--- src/rtl/kolache_alu_pkg.sv ---
// Shared types and constants for the ALU result stage.
package kolache_alu_pkg;

    localparam int ALU_WIDTH = 16;

    // Bit positions inside the 4-bit {Z,N,C,V} flag vector
    localparam int FLG_Z = 3;
    localparam int FLG_N = 2;
    localparam int FLG_C = 1;
    localparam int FLG_V = 0;

    // Field order matches the FLG_* indices when viewed as logic [3:0]
    typedef struct packed {
        logic z;
        logic n;
        logic c;
        logic v;
    } alu_flags_t;

    // Saturation bounds for the default datapath width
    localparam logic [ALU_WIDTH-1:0] SAT_MAX = {1'b0, {(ALU_WIDTH-1){1'b1}}};
    localparam logic [ALU_WIDTH-1:0] SAT_MIN = {1'b1, {(ALU_WIDTH-1){1'b0}}};

endpackage

--- src/rtl/alu_flag_gen.sv ---
// Combinational flag derivation and optional saturation of the adder result.
// Optional feature macro: KOLACHE_ALU_SAT_EN (clamp result on signed overflow).
module alu_flag_gen
    import kolache_alu_pkg::*;
#(
    parameter int WIDTH = ALU_WIDTH
) (
    input  logic [WIDTH-1:0] sum,
    input  logic             cout,
    input  logic             mode,
    input  logic             a_msb,
    input  logic             b_msb,
    output logic [WIDTH-1:0] result,
    output alu_flags_t       flags
);

`ifdef KOLACHE_ALU_SAT_EN
    localparam logic [WIDTH-1:0] SAT_HI = {1'b0, {(WIDTH-1){1'b1}}};
    localparam logic [WIDTH-1:0] SAT_LO = {1'b1, {(WIDTH-1){1'b0}}};
`endif

    logic ovf;

    // Signed overflow uses b's sign before the subtract inversion, so the
    // add and subtract cases differ in which operand-sign relation matters.
    always_comb begin
        if (mode)
            ovf = (a_msb != b_msb) && (sum[WIDTH-1] != a_msb);
        else
            ovf = (a_msb == b_msb) && (sum[WIDTH-1] != a_msb);

        result = sum;
`ifdef KOLACHE_ALU_SAT_EN
        // Overflow always moves away from a's sign, so a's sign picks the rail
        if (ovf)
            result = a_msb ? SAT_LO : SAT_HI;
`endif

        flags.z = (result == '0);
        flags.n = result[WIDTH-1];
        flags.c = cout ^ mode;   // borrow is the inverted carry when subtracting
        flags.v = ovf;
    end

endmodule

--- src/rtl/alu_result_stage.sv ---
// Registered output stage behind the adder: flag capture plus a small result
// FIFO with valid/ready on both sides. in_ready depends only on stored count.
// Optional feature macro: KOLACHE_ALU_SAT_EN (handled inside alu_flag_gen).
module alu_result_stage
    import kolache_alu_pkg::*;
#(
    parameter int WIDTH = 16,
    parameter int DEPTH = 2,
    parameter int TAG_W = 4
) (
    input  logic             clk,
    input  logic             rst_n,
    input  logic             in_valid,
    output logic             in_ready,
    input  logic [WIDTH-1:0] in_sum,
    input  logic             in_cout,
    input  logic             in_mode,
    input  logic             in_a_msb,
    input  logic             in_b_msb,
    input  logic [TAG_W-1:0] in_tag,
    output logic             out_valid,
    input  logic             out_ready,
    output logic [WIDTH-1:0] out_result,
    output logic [3:0]       out_flags,
    output logic [TAG_W-1:0] out_tag,
    output logic             ovf_sticky,
    input  logic             ovf_clr,
    output logic [15:0]      res_cnt
);

    localparam int PTR_W = $clog2(DEPTH);
    localparam int CNT_W = $clog2(DEPTH + 1);

    if (DEPTH != 2 && DEPTH != 4) begin : g_depth_chk
        $error("alu_result_stage: DEPTH must be 2 or 4");
    end

    logic [WIDTH-1:0]             gen_result;
    alu_flags_t                   gen_flags;

    logic [DEPTH-1:0][WIDTH-1:0]  mem_result;
    alu_flags_t [DEPTH-1:0]       mem_flags;
    logic [DEPTH-1:0][TAG_W-1:0]  mem_tag;

    logic [PTR_W-1:0]             wr_ptr, rd_ptr, rd_ptr_nxt;
    logic [CNT_W-1:0]             count, count_nxt;
    logic                         push, pop;

    logic [WIDTH-1:0]             head_result;
    alu_flags_t                   head_flags;
    logic [TAG_W-1:0]             head_tag;

    logic [WIDTH-1:0]             out_result_q;
    alu_flags_t                   out_flags_q;
    logic [TAG_W-1:0]             out_tag_q;

    alu_flag_gen #(.WIDTH(WIDTH)) u_flag_gen (
        .sum    (in_sum),
        .cout   (in_cout),
        .mode   (in_mode),
        .a_msb  (in_a_msb),
        .b_msb  (in_b_msb),
        .result (gen_result),
        .flags  (gen_flags)
    );

    assign in_ready  = (count != CNT_W'(DEPTH));
    assign out_valid = (count != '0);
    assign push      = in_valid && in_ready;
    assign pop       = out_valid && out_ready;

    // Next occupancy and next head, including the bypass of a new entry that
    // becomes the head in the same cycle it is written
    always_comb begin
        unique case ({push, pop})
            2'b10:   count_nxt = count + CNT_W'(1);
            2'b01:   count_nxt = count - CNT_W'(1);
            default: count_nxt = count;
        endcase

        rd_ptr_nxt = pop ? rd_ptr + PTR_W'(1) : rd_ptr;

        if (push && (rd_ptr_nxt == wr_ptr)) begin
            head_result = gen_result;
            head_flags  = gen_flags;
            head_tag    = in_tag;
        end else begin
            head_result = mem_result[rd_ptr_nxt];
            head_flags  = mem_flags[rd_ptr_nxt];
            head_tag    = mem_tag[rd_ptr_nxt];
        end
    end

    // Pointer and occupancy state; pointers wrap naturally at power-of-two DEPTH
    always_ff @(posedge clk or negedge rst_n) begin
        if (!rst_n) begin
            wr_ptr <= '0;
            rd_ptr <= '0;
            count  <= '0;
        end else begin
            if (push)
                wr_ptr <= wr_ptr + PTR_W'(1);
            rd_ptr <= rd_ptr_nxt;
            count  <= count_nxt;
        end
    end

    // FIFO storage; contents are meaningless until written, so no reset
    always_ff @(posedge clk) begin
        if (push) begin
            mem_result[wr_ptr] <= gen_result;
            mem_flags[wr_ptr]  <= gen_flags;
            mem_tag[wr_ptr]    <= in_tag;
        end
    end

    // Output register tracks the next head and freezes when the FIFO drains
    always_ff @(posedge clk or negedge rst_n) begin
        if (!rst_n) begin
            out_result_q <= '0;
            out_flags_q  <= '0;
            out_tag_q    <= '0;
        end else if (count_nxt != '0) begin
            out_result_q <= head_result;
            out_flags_q  <= head_flags;
            out_tag_q    <= head_tag;
        end
    end

    assign out_result = out_result_q;
    assign out_flags  = out_flags_q;
    assign out_tag    = out_tag_q;

    // Overflow sticky (set beats clear) and wrapping accepted-result counter
    always_ff @(posedge clk or negedge rst_n) begin
        if (!rst_n) begin
            ovf_sticky <= 1'b0;
            res_cnt    <= '0;
        end else begin
            if (push && gen_flags.v)
                ovf_sticky <= 1'b1;
            else if (ovf_clr)
                ovf_sticky <= 1'b0;
            if (push)
                res_cnt <= res_cnt + 16'd1;
        end
    end

endmodule

--- config.mk ---
export PLATFORM = sky130hd
export DESIGN_NAME = alu_result_stage
export DESIGN_NICKNAME = d
export VERILOG_FILES = /design/src/rtl/kolache_alu_pkg.sv /design/src/rtl/alu_flag_gen.sv /design/src/rtl/alu_result_stage.sv
export SDC_FILE = /design/constraint.sdc
export NUM_CORES = 1
export LEC_CHECK = 0
export CORE_MARGIN = 2
export CORE_UTILIZATION = 36
export CTS_CLUSTER_DIAMETER = 50
export DETAILED_ROUTE_END_ITERATION = 8
export GPL_TIMING_DRIVEN = 1
export PLACE_DENSITY = 0.59
export SYNTH_ARGS = -nofsm -noshare
export SYNTH_HDL_FRONTEND = slang
export SYNTH_SLANG_ARGS = --single-unit
--- constraint.sdc ---
create_clock -name clk -period 3 [get_ports clk]
set_input_delay 0.6 -clock clk [delete_from_list [all_inputs] [get_ports clk]]
set_output_delay 0.6 -clock clk [all_outputs]
set_load 0.005 [all_outputs]
After elaboration in Yosys (flattened, before gate mapping)
Cells that the tools add are included.
{"block": "classes", "bitwise": 1, "mux": 21, "magnitude_cmp": 3, "addsub": 5, "reduce_logical": 11, "eq_ne": 7}
{"operator": "16-bit two-way mux", "n": 4}
{"operator": "32-bit bitwise mux", "n": 1}
{"operator": "4-bit two-way mux", "n": 7}
{"operator": "16-bit by 1-bit adder with 16-bit output, second input constant", "n": 1}
{"operator": "8-bit bitwise mux", "n": 2}
{"operator": "16-bit demux with 1-bit select", "n": 1}
{"operator": "16-bit zero test", "n": 1}
{"operator": "1-bit logical AND", "n": 7}
{"operator": "2-bit nonzero test", "n": 3}
{"operator": "4-bit demux with 1-bit select", "n": 1}
{"operator": "1-bit by 2-bit less-than comparator with 1-bit output, second input constant", "n": 2}
{"operator": "1-bit two-way mux", "n": 4}
{"operator": "2-bit one-hot mux with 2 select lines", "n": 1}
{"operator": "1-bit adder, second input constant", "n": 2}
{"operator": "2-bit by 1-bit adder with 2-bit output, second input constant", "n": 1}
{"operator": "1-bit == test", "n": 2}
{"operator": "2-bit by 1-bit == test with 1-bit output, second input constant", "n": 1}
{"operator": "2-bit == test, second input constant", "n": 1}
{"operator": "1-bit != test", "n": 2}
{"operator": "2-bit != test, second input constant", "n": 1}
{"operator": "2-bit by 1-bit subtractor with 2-bit output, second input constant", "n": 1}
{"operator": "1-bit greater-or-equal comparator, second input constant", "n": 1}
{"operator": "1-bit bitwise XOR", "n": 1}
{"block": "word_totals", "register_bits": 93, "word_cells": 71}

Depth between registers and ports, before layout
{"block": "logic_depth", "word_depth": 6, "depth_mapped": 9}

Modules after synthesis
From an unflattened synthesis, not the netlist that was laid out.
{"block": "hier_totals", "hier_cells": 469, "hier_area_um2": 5044.8}
{"module": "alu_result_stage", "cells_per_inst": 441, "instances": 1, "area_per_inst_um2": 4832.1}
{"module": "alu_flag_gen", "cells_per_inst": 28, "instances": 1, "area_per_inst_um2": 212.7}

Least setup slack after synthesis
Ideal clock, no wire load.
{"block": "synth_path", "path_kind": "input-to-reg", "from": "in in_valid", "to": "reg out_flags_q, in the netlist out_flags[3]", "arrival_time_ps": 2377, "required_ps": 2874, "setup_time_ps": 126, "n_path_buf": 1, "setup_slack_ps": 497, "cell_stages": 9, "path_cell_list": "inv_1 -> nor2_2 -> inv_2 -> ha_1 -> or3b_1 -> o21ai_2 -> nor3_2 -> buf_6 -> a221o_1"}
{"block": "synth_via", "elab_chain_len": 4, "elab_cells_between_ends": 7, "classes_between": "eq/ne: 2; mux: 2; reduce/logical: 3"}
{"item": "start: declaration", "line": "alu_result_stage.sv:13", "source": "input logic in_valid,"}
{"item": "1-bit logical AND *", "line": "alu_result_stage.sv:69", "source": "assign push = in_valid && in_ready;"}
{"item": "2-bit by 1-bit == test with 1-bit output or 2-bit == test (tied branches)", "line": "alu_result_stage.sv:75", "source": "unique case ({push, pop})"}
{"item": "2-bit one-hot mux with 2 select lines", "line": "alu_result_stage.sv:75"}
{"item": "2-bit nonzero test", "line": "alu_result_stage.sv:123", "source": "end else if (count_nxt != '0) begin"}
{"item": "end signal: assignment", "line": "alu_result_stage.sv:125", "source": "out_flags_q <= head_flags;"}
{"item": "end: declaration", "line": "alu_result_stage.sv:54", "source": "alu_flags_t out_flags_q;"}
Every way passes the cells marked *; elsewhere a longest branch is shown, timed or not.
A chain may end at the register's enable or synchronous reset.

Final worst setup path
{"block": "layout_path", "from": "in in_valid", "to": "reg out_result_q[12] (netlist: out_result[12])"}
{"block": "layout_via", "elab_chain_len": 4, "elab_cells_between_ends": 7, "classes_between": "eq/ne: 2; mux: 2; reduce/logical: 3"}
{"item": "1-bit logical AND *", "line": "alu_result_stage.sv:69"}
{"item": "2-bit by 1-bit == test with 1-bit output or 2-bit == test (tied branches)", "line": "alu_result_stage.sv:75"}
{"item": "2-bit one-hot mux with 2 select lines", "line": "alu_result_stage.sv:75"}
{"item": "2-bit nonzero test", "line": "alu_result_stage.sv:123"}
{"item": "end signal: assignment", "line": "alu_result_stage.sv:124", "source": "out_result_q <= head_result;"}
{"item": "end: declaration", "line": "alu_result_stage.sv:53", "source": "logic [WIDTH-1:0] out_result_q;"}
Marks and branches as above.

==> impl_metrics.py <==
metrics = {
    "logic_synthesis": {
        "ys_ff_latch": 90,
        "synth_area_um2": 3940,
        "synth_area_leaders": "edfxtp_1 (35%), dfrtp_1 (28%), a221oi_2 (7.2%)",
        "yosysTopAreaCell": "edfxtp_1",
        "synth-seq-area-share_pct": 63.0,
        "synth_cell_types": 47,
        "synthesis.nets": 311,
        "synthFlopType": "edfxtp_1",
        "synthArstFlopShare_pct": 48.9,
        "yosysWarnings": 0,
        "yosysTopAreaCellShare_pct": 35.1,
        "synth.avg_cell_area_um2": 14.1,
        "netlist_instances": 280,
        "synth_edf_count": 46,
    },
    "placement": {
        "port_buffers": 71,
        "pre_cts_slack_ps": 101,
        "gp_congestion": 0.791,
        "dpl.cell_count": 496,
        "post-dp-hpwl_um": 5770,
        "placed_cell_area_um2": 4910,
    },
    "drt": {
        "via_count": 2466,
        "drc": 0,
        "final_antenna_net_count": 0,
        "wl_per_cell_um": 16.3,
        "drt_iter0_drc": 128,
        "routed_via_density": 4.82,
        "drt_wl_total_um": 8360,
        "dr.pass1.iters": 4,
    },
    "floorplan": {
        "dieArea_um2": 11800,
        "core_um2": 10700,
        "start_util_pct": 36.6,
        "die_h_um": 109,
        "ios": 72,
        "fp-row-count": 38,
        "die_w_um": 109,
    },
    "pwr": {
        "switching_share_pct": 36.0,
        "seqPwrFrac_pct": 38.1,
        "clkPwrFrac_pct": 13.2,
        "power.internal_mw": 3.39,
        "peakVddDrop_mv": 0.355,
        "power_mw": 5.29,
        "p_comb_share_pct": 48.6,
        "power_density_nw_per_um2": 1040,
        "p_leak_nw": 1.99,
        "power_switching_mw": 1.90,
    },
    "clock_network": {
        "clockRootBuffer": "clkbuf_8",
        "clockBufferDepth": 2,
        "cts_tree": "yes",
        "cts_hold_buf": 0,
        "cts_made_buffers": 9,
        "cts_setup_buffers": 0,
        "clk_pin_slew_ps": 80,
        "cts_max_level": 3,
        "clkSinkCount": 90,
        "cts_resized": 0,
        "clock_latency_ps": 350,
    },
    "run_status": {
        "status": "finished, final reports clean",
    },
    "critical_path": {
        "worst-setup-path-type": "in2reg",
        "crit_fanout": 14,
        "reg2reg_depth": 10,
        "r2r-end": "out_result[12]",
        "regToRegStartpoint": "count[1]",
        "required_ps": 3260,
        "cp.arrival_ps": 2790,
        "cp-start-kind": "input pin",
        "ff2ff_setup_slack_ps": 630,
        "endpoint_kind": "register",
    },
    "timing": {
        "max_slew.worst_pin.slew_ps": 814,
        "finalCriticalPeriod_ps": 2530,
        "relSlewSlack_pct": 45.7,
        "setup_tns_ps": 0,
        "clock.fmax_mhz": 396,
        "min_period_over_period_pct": 84.2,
        "hold_slack_ps": 339,
        "skew_ps": 6.36,
        "slew_violations": 0,
        "rsz0062_at_grt": "no",
        "fin_ws_ps": 474,
        "finalHoldViolations": 0,
        "setup_viol": 0,
    },
    "cells_and_area": {
        "nets": 398,
        "area_growth_pct": 28.7,
        "post_route_cells_drive_above_1_share_pct": 17.2,
        "stdcell_count": 512,
        "fin_util_pct": 47.2,
        "diodes": 0,
        "design_area_um2": 5070,
    },
    "global_routing": {
        "grt_pass1_wl_um": 13300,
        "gr-total-overflow": 0,
        "grt_max_degree": 35,
        "grt_use_total_pct": 15.1,
        "grt_pass1_vias": 2539,
        "antenna_found_initial": 0,
    },
    "min_path": {
        "hp-class": "in2async",
    },
    "flow_run": {
        "max-cap-violations": 0,
    },
}
==> worst max-delay path by stage <==
| stage | startpoint | endpoint | slack (ps) |
|---|---|---|---|
| after floorplan | in_valid | out_flags[3] | 500 |
| after detailed placement | in_valid | out_result[12] | 100 |
| after global routing | in_valid | out_result[3] | 280 |
| final | in_valid | out_result[12] | 470 |
| after global placement | in_valid | out_result[4] | 160 |
| after CTS | in_valid | out_result[12] | 480 |
==> cell usage in the layout, fill, tap and decap left out, drive strengths merged, types with 3 or more instances in the layout <==
master and instances:
a221oi 19, edfxtp 46, nor2 26, clkdlybuf4s50 70, nand4 4, xor2 11
inv 29, buf 17, clkbuf 13, nor4 7, and2 3, nand3 5
nand2 10, dfrtp 44, xnor2 15, mux2i 21, and3 3
==> power groups by stage <==
| stage | Sequential [mW] | Combinational [mW] | Clock (mW) |
|---|---|---|---|
| after floorplan | 1.98 | 1.59 | 0 |
| after global placement | 2.04 | 2.56 | 0 |
| after detailed placement | 2.05 | 2.60 | 0 |
| after CTS | 2.02 | 2.61 | 0.722 |
| after global routing | 2.07 | 2.81 | 0.769 |
| final | 2.02 | 2.57 | 0.700 |
==> logic make-up after synthesis <==
| kind of cell | share of synthesized area (%) |
|---|---|
| xor gates and xnor gates | 6.64 |
| muxes | 5.91 |
| and+or+nand+nor | 9.15 |
| buffers and inverters | 4.61 |
| adders and majority gates | 0.635 |
| AOI/OAI and AO/OA | 10.0 |
| DFF | 63.0 |
==> per-layer routing <==
layer  up-vias  track usage (%)  share of wire [%]
met5         -                0                  0
met2        53             23.4                 48
met4         0             5.22                1.3
met3         8             3.44                4.1
li1       1177                -                  -
met1      1228             20.9                 47
==> sequential cells by signal, indices dropped and copies added (netlist names) <==
signal and cells:
count 2, mem_flags 6, mem_result 32, mem_tag 8
out_flags 3, out_result 16, out_tag 4, ovf_sticky 1
rd_ptr 1, res_cnt 16, wr_ptr 1
==> synthesized netlist by cell type, types with 4 or more instances <==
cell type	instances
a221oi_2	19
buf_4	6
dfrtp_1	44
edfxtp_1	46
inv_1	28
mux2i_1	21
nand2_1	10
nand3_1	5
nand4_1	4
nor2_1	25
nor4_1	4
xnor2_1	14
xor2_1	9
==> final cells by class <==
| cell class | count | area, um^2 |
|---|---|---|
| clock buffer | 13 | 139 |
| clock inverter | 3 | 16.3 |
| fill | 999 | 5680 |
| inverter | 29 | 109 |
| multi-input combinational | 150 | 1280 |
| sequential | 90 | 2480 |
| tap | 140 | 175 |
| timing repair buffer | 87 | 863 |
==> critical path, cell delays in order <==
cell and delay (ps):
clkdlybuf4s50_1 480, inv_1 80, nor2_2 140, inv_2 50
ha_1 220, xnor2_1 240, buf_4 150, o21a_1 380
buf_12 200, nor2_1 60, a221oi_2 180
Note: power is estimated with default switching activity, not from simulation.
